==> src/rtl/stoch_sobel_x_engine_if.sv <==
`default_nettype none
// +------------------------------------------------------------------+
// | stoch_sobel_x_engine_if : start/done window handshake bundle      |
// | Revision: 1.0                                                     |
// +------------------------------------------------------------------+
interface stoch_sobel_x_engine_if;
  logic       start;
  logic [7:0] pixel_1_bin;
  logic [7:0] pixel_2_bin;
  logic [7:0] pixel_3_bin;
  logic [7:0] pixel_4_bin;
  logic [7:0] pixel_6_bin;
  logic [7:0] pixel_7_bin;
  logic [7:0] pixel_8_bin;
  logic [7:0] pixel_9_bin;
  logic [7:0] z_bin;
  logic       done;
  logic       busy;

  modport master (
    output start,
    output pixel_1_bin, pixel_2_bin, pixel_3_bin, pixel_4_bin,
    output pixel_6_bin, pixel_7_bin, pixel_8_bin, pixel_9_bin,
    input  z_bin, done, busy
  );

  modport slave (
    input  start,
    input  pixel_1_bin, pixel_2_bin, pixel_3_bin, pixel_4_bin,
    input  pixel_6_bin, pixel_7_bin, pixel_8_bin, pixel_9_bin,
    output z_bin, done, busy
  );
endinterface
`default_nettype wire

==> src/rtl/stoch_sobel_x_engine.sv <==
`default_nettype none
// +------------------------------------------------------------------+
// | stoch_sobel_x_engine : stochastic Sobel-X edge magnitude core     |
// | Revision: 1.0                                                     |
// +------------------------------------------------------------------+
module stoch_sobel_x_engine #(
  parameter int         STREAM_LEN = 256,
  parameter logic [7:0] DATA_SEED  = 8'h01,
  parameter logic [7:0] SEL_SEED   = 8'hA5
) (
  input  wire logic              clk,
  input  wire logic              reset,
  stoch_sobel_x_engine_if.slave  bus
);

  typedef enum logic [1:0] {
    S_IDLE   = 2'd0,
    S_LOAD   = 2'd1,
    S_RUN    = 2'd2,
    S_FINISH = 2'd3
  } state_t;

  localparam logic [8:0] c_last_cycle = 9'(STREAM_LEN - 1);

  state_t     r_state;
  state_t     w_next_state;

  logic [7:0] r_p1, r_p2, r_p3, r_p4, r_p6, r_p7, r_p8, r_p9;
  logic [7:0] r_data_lfsr;
  logic [7:0] r_sel_lfsr;
  logic [8:0] r_ones;
  logic [8:0] r_cycle;
  logic [7:0] r_z;
  logic       r_done;
  logic       r_busy;

  logic       w_pb;
  logic       w_nb;
  logic       w_out_bit;
  logic       w_accept;
  logic       w_unused_pix;

  // x^8+x^6+x^5+x^4+1, shift toward MSB with feedback into bit 0
  function automatic logic [7:0] lfsr_step(input logic [7:0] v);
    return {v[6:0], v[7] ^ v[5] ^ v[4] ^ v[3]};
  endfunction

  assign w_accept = (r_state == S_IDLE) && bus.start;

  // Both mux selects use one shared select bit-pair so the weights line up
  always_comb begin
    w_pb = 1'b0;
    w_nb = 1'b0;
    case (r_sel_lfsr[1:0])
      2'b00:   begin w_pb = (r_p3 > r_data_lfsr); w_nb = (r_p1 > r_data_lfsr); end
      2'b01,
      2'b10:   begin w_pb = (r_p6 > r_data_lfsr); w_nb = (r_p4 > r_data_lfsr); end
      default: begin w_pb = (r_p9 > r_data_lfsr); w_nb = (r_p7 > r_data_lfsr); end
    endcase
  end

  assign w_out_bit    = w_pb ^ w_nb;
  assign w_unused_pix = ^{r_p2, r_p8};

  always_ff @(posedge clk or negedge reset) begin
    if (!reset) begin
      r_state <= S_IDLE;
    end else begin
      r_state <= w_next_state;
    end
  end

  always_comb begin
    w_next_state = r_state;
    case (r_state)
      S_IDLE:   if (bus.start) w_next_state = S_LOAD;
      S_LOAD:   w_next_state = S_RUN;
      S_RUN:    if (r_cycle == c_last_cycle) w_next_state = S_FINISH;
      S_FINISH: w_next_state = S_IDLE;
      default:  w_next_state = S_IDLE;
    endcase
  end

  always_ff @(posedge clk or negedge reset) begin
    if (!reset) begin
      r_p1        <= 8'd0;
      r_p2        <= 8'd0;
      r_p3        <= 8'd0;
      r_p4        <= 8'd0;
      r_p6        <= 8'd0;
      r_p7        <= 8'd0;
      r_p8        <= 8'd0;
      r_p9        <= 8'd0;
      r_data_lfsr <= DATA_SEED;
      r_sel_lfsr  <= SEL_SEED;
      r_ones      <= 9'd0;
      r_cycle     <= 9'd0;
      r_z         <= 8'd0;
      r_done      <= 1'b0;
      r_busy      <= 1'b0;
    end else begin
      r_done <= (r_state == S_FINISH);
      case (r_state)
        S_IDLE: begin
          if (w_accept) begin
            r_p1        <= bus.pixel_1_bin;
            r_p2        <= bus.pixel_2_bin;
            r_p3        <= bus.pixel_3_bin;
            r_p4        <= bus.pixel_4_bin;
            r_p6        <= bus.pixel_6_bin;
            r_p7        <= bus.pixel_7_bin;
            r_p8        <= bus.pixel_8_bin;
            r_p9        <= bus.pixel_9_bin;
            r_data_lfsr <= DATA_SEED;
            r_sel_lfsr  <= SEL_SEED;
            r_ones      <= 9'd0;
            r_cycle     <= 9'd0;
            r_busy      <= 1'b1;
          end else begin
            // busy is still high only during the done cycle
            r_busy <= 1'b0;
          end
        end
        S_RUN: begin
          r_data_lfsr <= lfsr_step(r_data_lfsr);
          r_sel_lfsr  <= lfsr_step(r_sel_lfsr);
          r_ones      <= r_ones + {8'd0, w_out_bit};
          r_cycle     <= r_cycle + 9'd1;
        end
        S_FINISH: begin
          r_z <= r_ones[8] ? 8'hFF : r_ones[7:0];
        end
        default: ;
      endcase
    end
  end

  assign bus.z_bin = r_z;
  assign bus.done  = r_done;
  assign bus.busy  = r_busy;

endmodule
`default_nettype wire

==> src/flat_wrapper.sv <==
// flat-port wrapper written by rule: the top's interface ports become plain ports
module stoch_sobel_x_engine_flat 
#(
  parameter int         STREAM_LEN = 256,
  parameter logic [7:0] DATA_SEED  = 8'h01,
  parameter logic [7:0] SEL_SEED   = 8'hA5
)
  (clk, reset, bus_start, bus_pixel_1_bin, bus_pixel_2_bin, bus_pixel_3_bin, bus_pixel_4_bin, bus_pixel_6_bin, bus_pixel_7_bin, bus_pixel_8_bin, bus_pixel_9_bin, bus_z_bin, bus_done, bus_busy);
  stoch_sobel_x_engine_if bus_i ();
  input  wire logic clk;
  input  wire logic reset;
  input wire logic [$bits(bus_i.start)-1:0] bus_start;
  input wire logic [$bits(bus_i.pixel_1_bin)-1:0] bus_pixel_1_bin;
  input wire logic [$bits(bus_i.pixel_2_bin)-1:0] bus_pixel_2_bin;
  input wire logic [$bits(bus_i.pixel_3_bin)-1:0] bus_pixel_3_bin;
  input wire logic [$bits(bus_i.pixel_4_bin)-1:0] bus_pixel_4_bin;
  input wire logic [$bits(bus_i.pixel_6_bin)-1:0] bus_pixel_6_bin;
  input wire logic [$bits(bus_i.pixel_7_bin)-1:0] bus_pixel_7_bin;
  input wire logic [$bits(bus_i.pixel_8_bin)-1:0] bus_pixel_8_bin;
  input wire logic [$bits(bus_i.pixel_9_bin)-1:0] bus_pixel_9_bin;
  output wire logic [$bits(bus_i.z_bin)-1:0] bus_z_bin;
  output wire logic [$bits(bus_i.done)-1:0] bus_done;
  output wire logic [$bits(bus_i.busy)-1:0] bus_busy;
  assign bus_i.start = bus_start;
  assign bus_i.pixel_1_bin = bus_pixel_1_bin;
  assign bus_i.pixel_2_bin = bus_pixel_2_bin;
  assign bus_i.pixel_3_bin = bus_pixel_3_bin;
  assign bus_i.pixel_4_bin = bus_pixel_4_bin;
  assign bus_i.pixel_6_bin = bus_pixel_6_bin;
  assign bus_i.pixel_7_bin = bus_pixel_7_bin;
  assign bus_i.pixel_8_bin = bus_pixel_8_bin;
  assign bus_i.pixel_9_bin = bus_pixel_9_bin;
  assign bus_z_bin = bus_i.z_bin;
  assign bus_done = bus_i.done;
  assign bus_busy = bus_i.busy;
  stoch_sobel_x_engine #(.STREAM_LEN(STREAM_LEN), .DATA_SEED(DATA_SEED), .SEL_SEED(SEL_SEED)) u_core (.clk(clk), .reset(reset), .bus(bus_i));
endmodule
==> config.mk <==
export PLATFORM = sky130hd
export DESIGN_NAME = stoch_sobel_x_engine_flat
export DESIGN_NICKNAME = d
export VERILOG_FILES = /design/src/rtl/stoch_sobel_x_engine_if.sv /design/src/rtl/stoch_sobel_x_engine.sv /design/src/flat_wrapper.sv
export SDC_FILE = /design/constraint.sdc
export NUM_CORES = 1
export LEC_CHECK = 0
export ABC_AREA = 1
export ABC_CLOCK_PERIOD_IN_PS = 3000
export CAP_MARGIN = 25
export CORE_MARGIN = 2
export CORE_UTILIZATION = 54
export CTS_CLUSTER_DIAMETER = 50
export DETAILED_ROUTE_END_ITERATION = 10
export PLACE_DENSITY = 0.8
export SETUP_SLACK_MARGIN = 0.3
export SYNTH_ARGS = -nofsm -noshare
export SYNTH_HDL_FRONTEND = slang
export SYNTH_SLANG_ARGS = --single-unit
==> constraint.sdc <==
create_clock -name clk -period 3 [get_ports clk]
set_input_delay 0.45 -clock clk [delete_from_list [all_inputs] [get_ports clk]]
set_output_delay 0.45 -clock clk [all_outputs]
set_load 0.005 [all_outputs]
==> impl_metrics.json, run 1 <==
{
  "synth.most_common_cell": "nand2_1",
  "synth-seq-cells": 94,
  "path_depth": 21,
  "first_pass_iters": 5,
  "yosys-top-cells-count": "nand2_1 (217), dfrtp_1 (89), inv_1 (61)",
  "syn_inst": 599,
  "synthTopCellsByArea": "dfrtp_1 (45%), nand2_1 (16%), ha_1 (14%), inv_1 (4.6%), a21oi_1 (4.3%)",
  "fin_worst_skew_ns": 0.0201,
  "end_kind": "flop",
  "fin_nets": 813,
  "power.density_nw_per_um2": 1010,
  "finalWirelength_um": 12800,
  "stdcell_area_sq_um": 6640,
  "arrival_ns": 3.35,
  "reg2reg_depth": 21,
  "vias": 4379,
  "avgSynthCellArea_sq_um": 8.33,
  "cts_buffers": 9,
  "overflow": 0,
  "drc": 0,
  "portBuffers": 60,
  "hold_buffers": 0,
  "final_antenna_net_count": 0,
  "hold_viol": 0,
  "syn_nets": 723,
  "power_uw": 6710,
  "die_h_um": 100,
  "grt_pass1_vias": 4445,
  "via_per_inst": 5.44,
  "antenna_found_initial": 0,
  "setup_slack_ns": -0.0211,
  "power_frac_clock": 0.129,
  "drive_gt1_frac": 0.186,
  "wl_per_cell_um": 15.9,
  "placed_area_sq_um": 5730,
  "worstPathRequired_ns": 3.33,
  "final-setup-viol-count": 1,
  "cp_num_buf_inv": 3,
  "final_max_slew_viol_count": 0,
  "die_x_um": 100,
  "switchingPower_uw": 2950,
  "max_stage_delay_ns": 0.42,
  "p_leak_uw": 0.00321,
  "synth_top_area_share": 0.446,
  "path_cells": "clkinvlp_4, buf_12, ha_4, nand2_1, nor2_2, nand2_1, nand2_1, nand2_2, nand3_2, nand2_2, inv_2, nand2_2, nand2_2, ha_4, nand2_4, nor2_4, nand3_2, nor3_2, nand2_1, a21oi_2, o21a_1",
  "htree_levels": 3,
  "cts.path.max_buffers": 2,
  "criticalPathCategory": "flop to flop",
  "synth_area_sq_um": 4990,
  "grt.total_usage": 0.257,
  "synth.distinct_cells": 28,
  "ys_warn_count": 0,
  "synth_edf_count": 0,
  "status": "finished, violations left",
  "drt-initial-drc-count": 247,
  "cts.sinks": 94,
  "path_delay_family": "simple AND/OR/NAND/NOR gates",
  "num_antenna_cells": 0,
  "p_seq_frac": 0.322,
  "clkSlewWorstSetupHoldPaths_ns": 0.11,
  "cap_viol_max_count": 0,
  "tightest_slew_ns": 0.840,
  "grt_setup_unrepaired": "yes",
  "grt_pass1_wl_um": 20400,
  "cts_tree": "yes",
  "period_minus_slack_ns": 3.02,
  "synthFlopType": "dfrtp_1",
  "p_int_uw": 3760,
  "violations": "negative setup slack",
  "io_pins": 77,
  "start_util": 0.548,
  "synth-seq-area-share": 0.473,
  "grt_max_degree": 56,
  "die_area_sq_um": 10000,
  "critical_path.max_fanout": 4,
  "fill_cells": 607,
  "place.gp.congestion": 0.813,
  "clock_latency_ns": 0.38,
  "dp_hpwl_um": 7340,
  "rows": 35,
  "cts_root_buf": "clkbuf_8",
  "max_freq_mhz": 331,
  "critPathLaunchType": "flop",
  "core-area_sq_um": 9110,
  "period_share": 1.01,
  "synth_top_area_cell": "dfrtp_1",
  "area_growth_syn_to_layout_pct": 33.1,
  "relSlewSlack": 0.440,
  "min_path_type": "primary input to asynchronous set/reset pin",
  "power.share.combinational": 0.549,
  "peakVddDrop_mv": 0.461,
  "cp_slowest_cell": "dfrtp_1",
  "synthArstFlopShare": 1.00,
  "switching_share": 0.439
}
[final cells by class]
cell class	count	area, sq um	area share
multi-input combinational	427	2760	0.416
sequential	94	2360	0.355
timing repair buffer	92	915	0.138
inverter	65	267	0.0401
tap	111	139	0.0209
clock buffer	9	124	0.0186
clock inverter	7	77.6	0.0117
[cells in the final DEF, fill, tap and decap left out, types with 3 or more instances in the layout]
cell type,instances
buf_12,4
xnor2_1,4
inv_1,51
o21ai_1,4
buf_6,7
xor2_1,3
nand4_1,3
inv_6,4
clkdlybuf4s50_1,59
a22oi_1,3
a21oi_1,35
clkbuf_8,9
buf_4,22
o21ai_0,11
nor2_1,32
o21a_1,5
a21oi_2,8
nand3_1,3
clkinvlp_4,7
dfstp_2,5
o22ai_1,14
dfrtp_1,89
ha_4,25
nor2_2,8
nand2_1,206
inv_2,8
nor3_1,7
nand2_2,11
ha_1,32
[sequential cells by signal (all words and copies together) (netlist names)]
name,cells
u_core.bus.busy,1
u_core.r_cycle,9
u_core.r_data_lfsr,8
u_core.r_p3,8
u_core.r_state,2
u_core.r_p7,8
u_core.r_ones,9
u_core.r_p4,8
u_core.bus.done,1
u_core.bus.z_bin,8
u_core.r_p9,8
u_core.r_p6,8
u_core.r_p1,8
u_core.r_sel_lfsr,8
[worst register-to-register path: stages, from the launching register on]
cell and delay, ns:
dfrtp_1 0.42, clkinvlp_4 0.17, buf_12 0.18, ha_4 0.27
nand2_1 0.06, nor2_2 0.14, nand2_1 0.09, nand2_1 0.10
nand2_2 0.07, nand3_2 0.08, nand2_2 0.07, inv_2 0.06
nand2_2 0.04, nand2_2 0.10, ha_4 0.17, nand2_4 0.07
nor2_4 0.14, nand3_2 0.11, nor3_2 0.28, nand2_1 0.12
a21oi_2 0.14, o21a_1 0.12
[cell families after synthesis]
family / synth area share
and+or+nand+nor: 0.219
DFF: 0.473
AOI/OAI and AO/OA: 0.0943
buffers and inverters: 0.0589
adders and majority gates: 0.143
xor gates and xnor gates: 0.0123
[power by group through the flow]
| stage | logic, uW | clock network [uW] | registers [uW] |
|---|---|---|---|
| 6_report | 3680 | 868 | 2160 |
| 5_1_grt | 4120 | 930 | 2210 |
| 4_1_cts | 3240 | 883 | 2110 |
| 3_5_place_dp | 2820 | 0 | 2080 |
| 3_3_place_gp | 2630 | 0 | 2070 |
| 2_1_floorplan | 2040 | 0 | 2010 |
[metrics by stage]
stage / utilization / std cells / setup WS (ns) / setup TNS, ns / hold slack [ns]
3_5_place_dp: 0.629 / 762 / 0.0545 / 0 / 0.462
3_3_place_gp: 0.629 / 762 / 0.162 / 0 / 0.458
5_1_grt: 0.729 / 805 / -0.192 / -0.382 / 0.0829
2_1_floorplan: - / 599 / 0.602 / 0 / 0.154
4_1_cts: 0.703 / 799 / 0.240 / 0 / 0.0634
6_report: 0.729 / 805 / -0.0211 / -0.0211 / 0.0425
[routing by layer]
| metal | GRT usage | part of all wire | up-vias |
|---|---|---|---|
| li1 | - | - | 2105 |
| met5 | 0 | 0 | - |
| met1 | 0.324 | 0.42 | 2091 |
| met4 | 0.0780 | 0.024 | 0 |
| met3 | 0.0501 | 0.058 | 35 |
| met2 | 0.449 | 0.50 | 148 |
[what timing repair did]
item / 4_1_cts / 5_1_grt
endpoints found under the setup margin: 5 / 7
resized for setup: 47 / 34
setup buffers: 21 / 6
hold endpoints to repair: 0 / 0
pin swaps: 3 / 32
[worst paths after layout]
| check | from | to | slack [ns] |
|---|---|---|---|
| max reg2reg | u_core.r_data_lfsr[5]$_DFFE_PN0P_ | u_core.r_ones[7]$_DFFE_PN0P_ | -0.02 |
| min reg2reg | u_core.bus.busy$_DFFE_PN0P_ | u_core.bus.busy$_DFFE_PN0P_ | 0.49 |
| min | reset | u_core.r_p9[4]$_DFFE_PN0P_ | 0.04 |
| min in group clk | u_core.bus.busy$_DFFE_PN0P_ | u_core.bus.busy$_DFFE_PN0P_ | 0.49 |
| max in group asynchronous | reset | u_core.r_data_lfsr[0]$_DFFE_PN1P_ | 2.23 |
| max | u_core.r_data_lfsr[5]$_DFFE_PN0P_ | u_core.r_ones[7]$_DFFE_PN0P_ | -0.02 |
(Power assumes the default switching activity.)
==> run 2, diff against run 1 <==
Settings changed: SKIP_CTS_REPAIR_TIMING from default to 1.
==> run 2 against run 1 <==
The flow still finishes with violations (negative setup slack). Non-clock buffer count is 5 lower. Sequential cell count did not move. Core utilization rose by 1.2 points. Sequential power is essentially flat. Critical path type unchanged.
==> impl_metrics.json, run 2 (synthesis gave the netlist of run 1 again) <==
{
  "first_pass_iters": 7,
  "reg.largest.list": "u_core.r_cycle x9, u_core.r_ones x9",
  "finalWirelength_um": 13600,
  "path_cells": "clkinvlp_4, buf_12, ha_4, nand2_1, inv_1, nand2_1, nand2_1, nand2_1, nand2_1, nand2_1, nand3_2, nand2_2, inv_2, nand2_2, nand2_2, ha_4, nand2_4, nor2_4, nand3_2, nor3_2, nand2_1, a21oi_2, o21a_1",
  "mostFrequentLayoutCells": "nand2_1 (199), dfrtp_1 (89), clkdlybuf4s50_1 (59)",
  "cts_tree": "yes",
  "critPathLaunchType": "flop",
  "vias": 4475,
  "hold_viol": 0,
  "clkSlewWorstSetupHoldPaths_ns": 0.10,
  "tightest_slew_ns": 0.839,
  "grt_setup_unrepaired": "yes",
  "stdcell_area_sq_um": 6750,
  "antenna_found_initial": 0,
  "period_minus_slack_ns": 3.00,
  "fin_worst_skew_ns": 0.0165,
  "power.share.combinational": 0.564,
  "place_inst": 762,
  "worstPathRequired_ns": 3.33,
  "setup_slack_ns": -0.00303,
  "crit_top_cell": "nand2_1",
  "area_growth_syn_to_layout_pct": 35.2,
  "final_max_slew_viol_count": 0,
  "switchingPower_uw": 3110,
  "start_util": 0.548,
  "end_kind": "flop",
  "violations": "negative setup slack",
  "portBuffers": 60,
  "placed_area_sq_um": 5730,
  "clock_latency_ns": 0.38,
  "cap_viol_max_count": 0,
  "grt_max_degree": 56,
  "p_seq_frac": 0.312,
  "power_uw": 7010,
  "peakVddDrop_mv": 0.502,
  "final_antenna_net_count": 0,
  "die_h_um": 100,
  "final-setup-viol-count": 1,
  "cts.sinks": 94,
  "overflow": 0,
  "num_antenna_cells": 0,
  "criticalPathCategory": "flop to flop",
  "p_leak_uw": 0.00322,
  "grt_pass1_wl_um": 17800,
  "max_stage_delay_ns": 0.43,
  "final_util": 0.741,
  "switching_share": 0.443,
  "cts_buffers": 9,
  "layout_commonest_cell": "nand2_1",
  "instances_no_fill": 800,
  "drc": 0,
  "rows": 35,
  "grt_pass1_vias": 4085,
  "status": "finished, violations left",
  "cts.path.max_buffers": 2,
  "cts_root_buf": "clkbuf_8",
  "dp_hpwl_um": 7340,
  "critical_path.max_fanout": 8,
  "io_pins": 77,
  "grt.total_usage": 0.224,
  "power.density_nw_per_um2": 1040,
  "cp_slowest_cell": "dfrtp_1",
  "min_path_type": "primary input to asynchronous set/reset pin",
  "drive_gt1_frac": 0.197,
  "htree_levels": 3,
  "die_area_sq_um": 10000,
  "via_per_inst": 5.59,
  "wl_per_cell_um": 17.0,
  "max_freq_mhz": 333,
  "die_x_um": 100,
  "r2r_slack_ns": -0.003,
  "core-area_sq_um": 9110,
  "place.gp.congestion": 0.813,
  "fin_tns_setup_ns": -0.00303,
  "drt-initial-drc-count": 287,
  "period_share": 1.00,
  "power_frac_clock": 0.125,
  "arrival_ns": 3.33,
  "fin_nets": 808,
  "p_int_uw": 3900,
  "relSlewSlack": 0.440
}
-- run 2: critical path: cells and delay by family (launching register included) --
kind | cells | cell delay, ns
AOI/OAI and AO/OA | 2 | 0.26
buffers and inverters | 4 | 0.44
and+or+nand+nor | 15 | 1.39
adders and majority gates | 2 | 0.44
DFF | 1 | 0.43
-- run 2: final cells by class --
class	count	area (sq um)
timing repair buffer	87	905
clock buffer	9	124
fill	592	2360
sequential	94	2360
clock inverter	7	77.6
tap	111	139
multi-input combinational	427	2880
inverter	65	270
-- run 2: power groups by stage --
| stage | sequential (uW) | clock, uW | combinational (uW) |
|---|---|---|---|
| 2_1_floorplan | 2010 | 0 | 2040 |
| 3_3_place_gp | 2070 | 0 | 2630 |
| 3_5_place_dp | 2080 | 0 | 2820 |
| 4_1_cts | 2060 | 883 | 2860 |
| 5_1_grt | 2230 | 936 | 4330 |
| 6_report | 2190 | 875 | 3950 |
-- run 2: worst paths after layout --
check	from	endpoint	cells past startpoint
max	u_core.r_data_lfsr[3]$_DFFE_PN0P_	u_core.r_ones[7]$_DFFE_PN0P_	23
min	reset	u_core.r_p9[4]$_DFFE_PN0P_	1
max reg2reg	u_core.r_data_lfsr[3]$_DFFE_PN0P_	u_core.r_ones[7]$_DFFE_PN0P_	23
min reg2reg	u_core.bus.z_bin[3]$_DFFE_PN0P_	u_core.bus.z_bin[3]$_DFFE_PN0P_	2
max in group asynchronous	reset	u_core.r_sel_lfsr[7]$_DFFE_PN1P_	2
min in group clk	u_core.bus.z_bin[3]$_DFFE_PN0P_	u_core.bus.z_bin[3]$_DFFE_PN0P_	2
-- run 2: metrics by stage --
| step | setup WS (ns) | hold WS [ns] |
|---|---|---|
| floorplan | 0.602 | 0.154 |
| global placement | 0.162 | 0.458 |
| detailed placement | 0.0545 | 0.462 |
| CTS | 0.0294 | 0.0634 |
| global route | -0.187 | 0.0771 |
| finish | -0.00303 | 0.0297 |
-- run 2: routing by layer --
metal	vias to the layer above	part of all wire	track usage
li1	2089	-	-
met1	2157	0.41	0.281
met2	180	0.50	0.385
met3	49	0.056	0.0529
met4	0	0.033	0.0674
met5	-	0	0
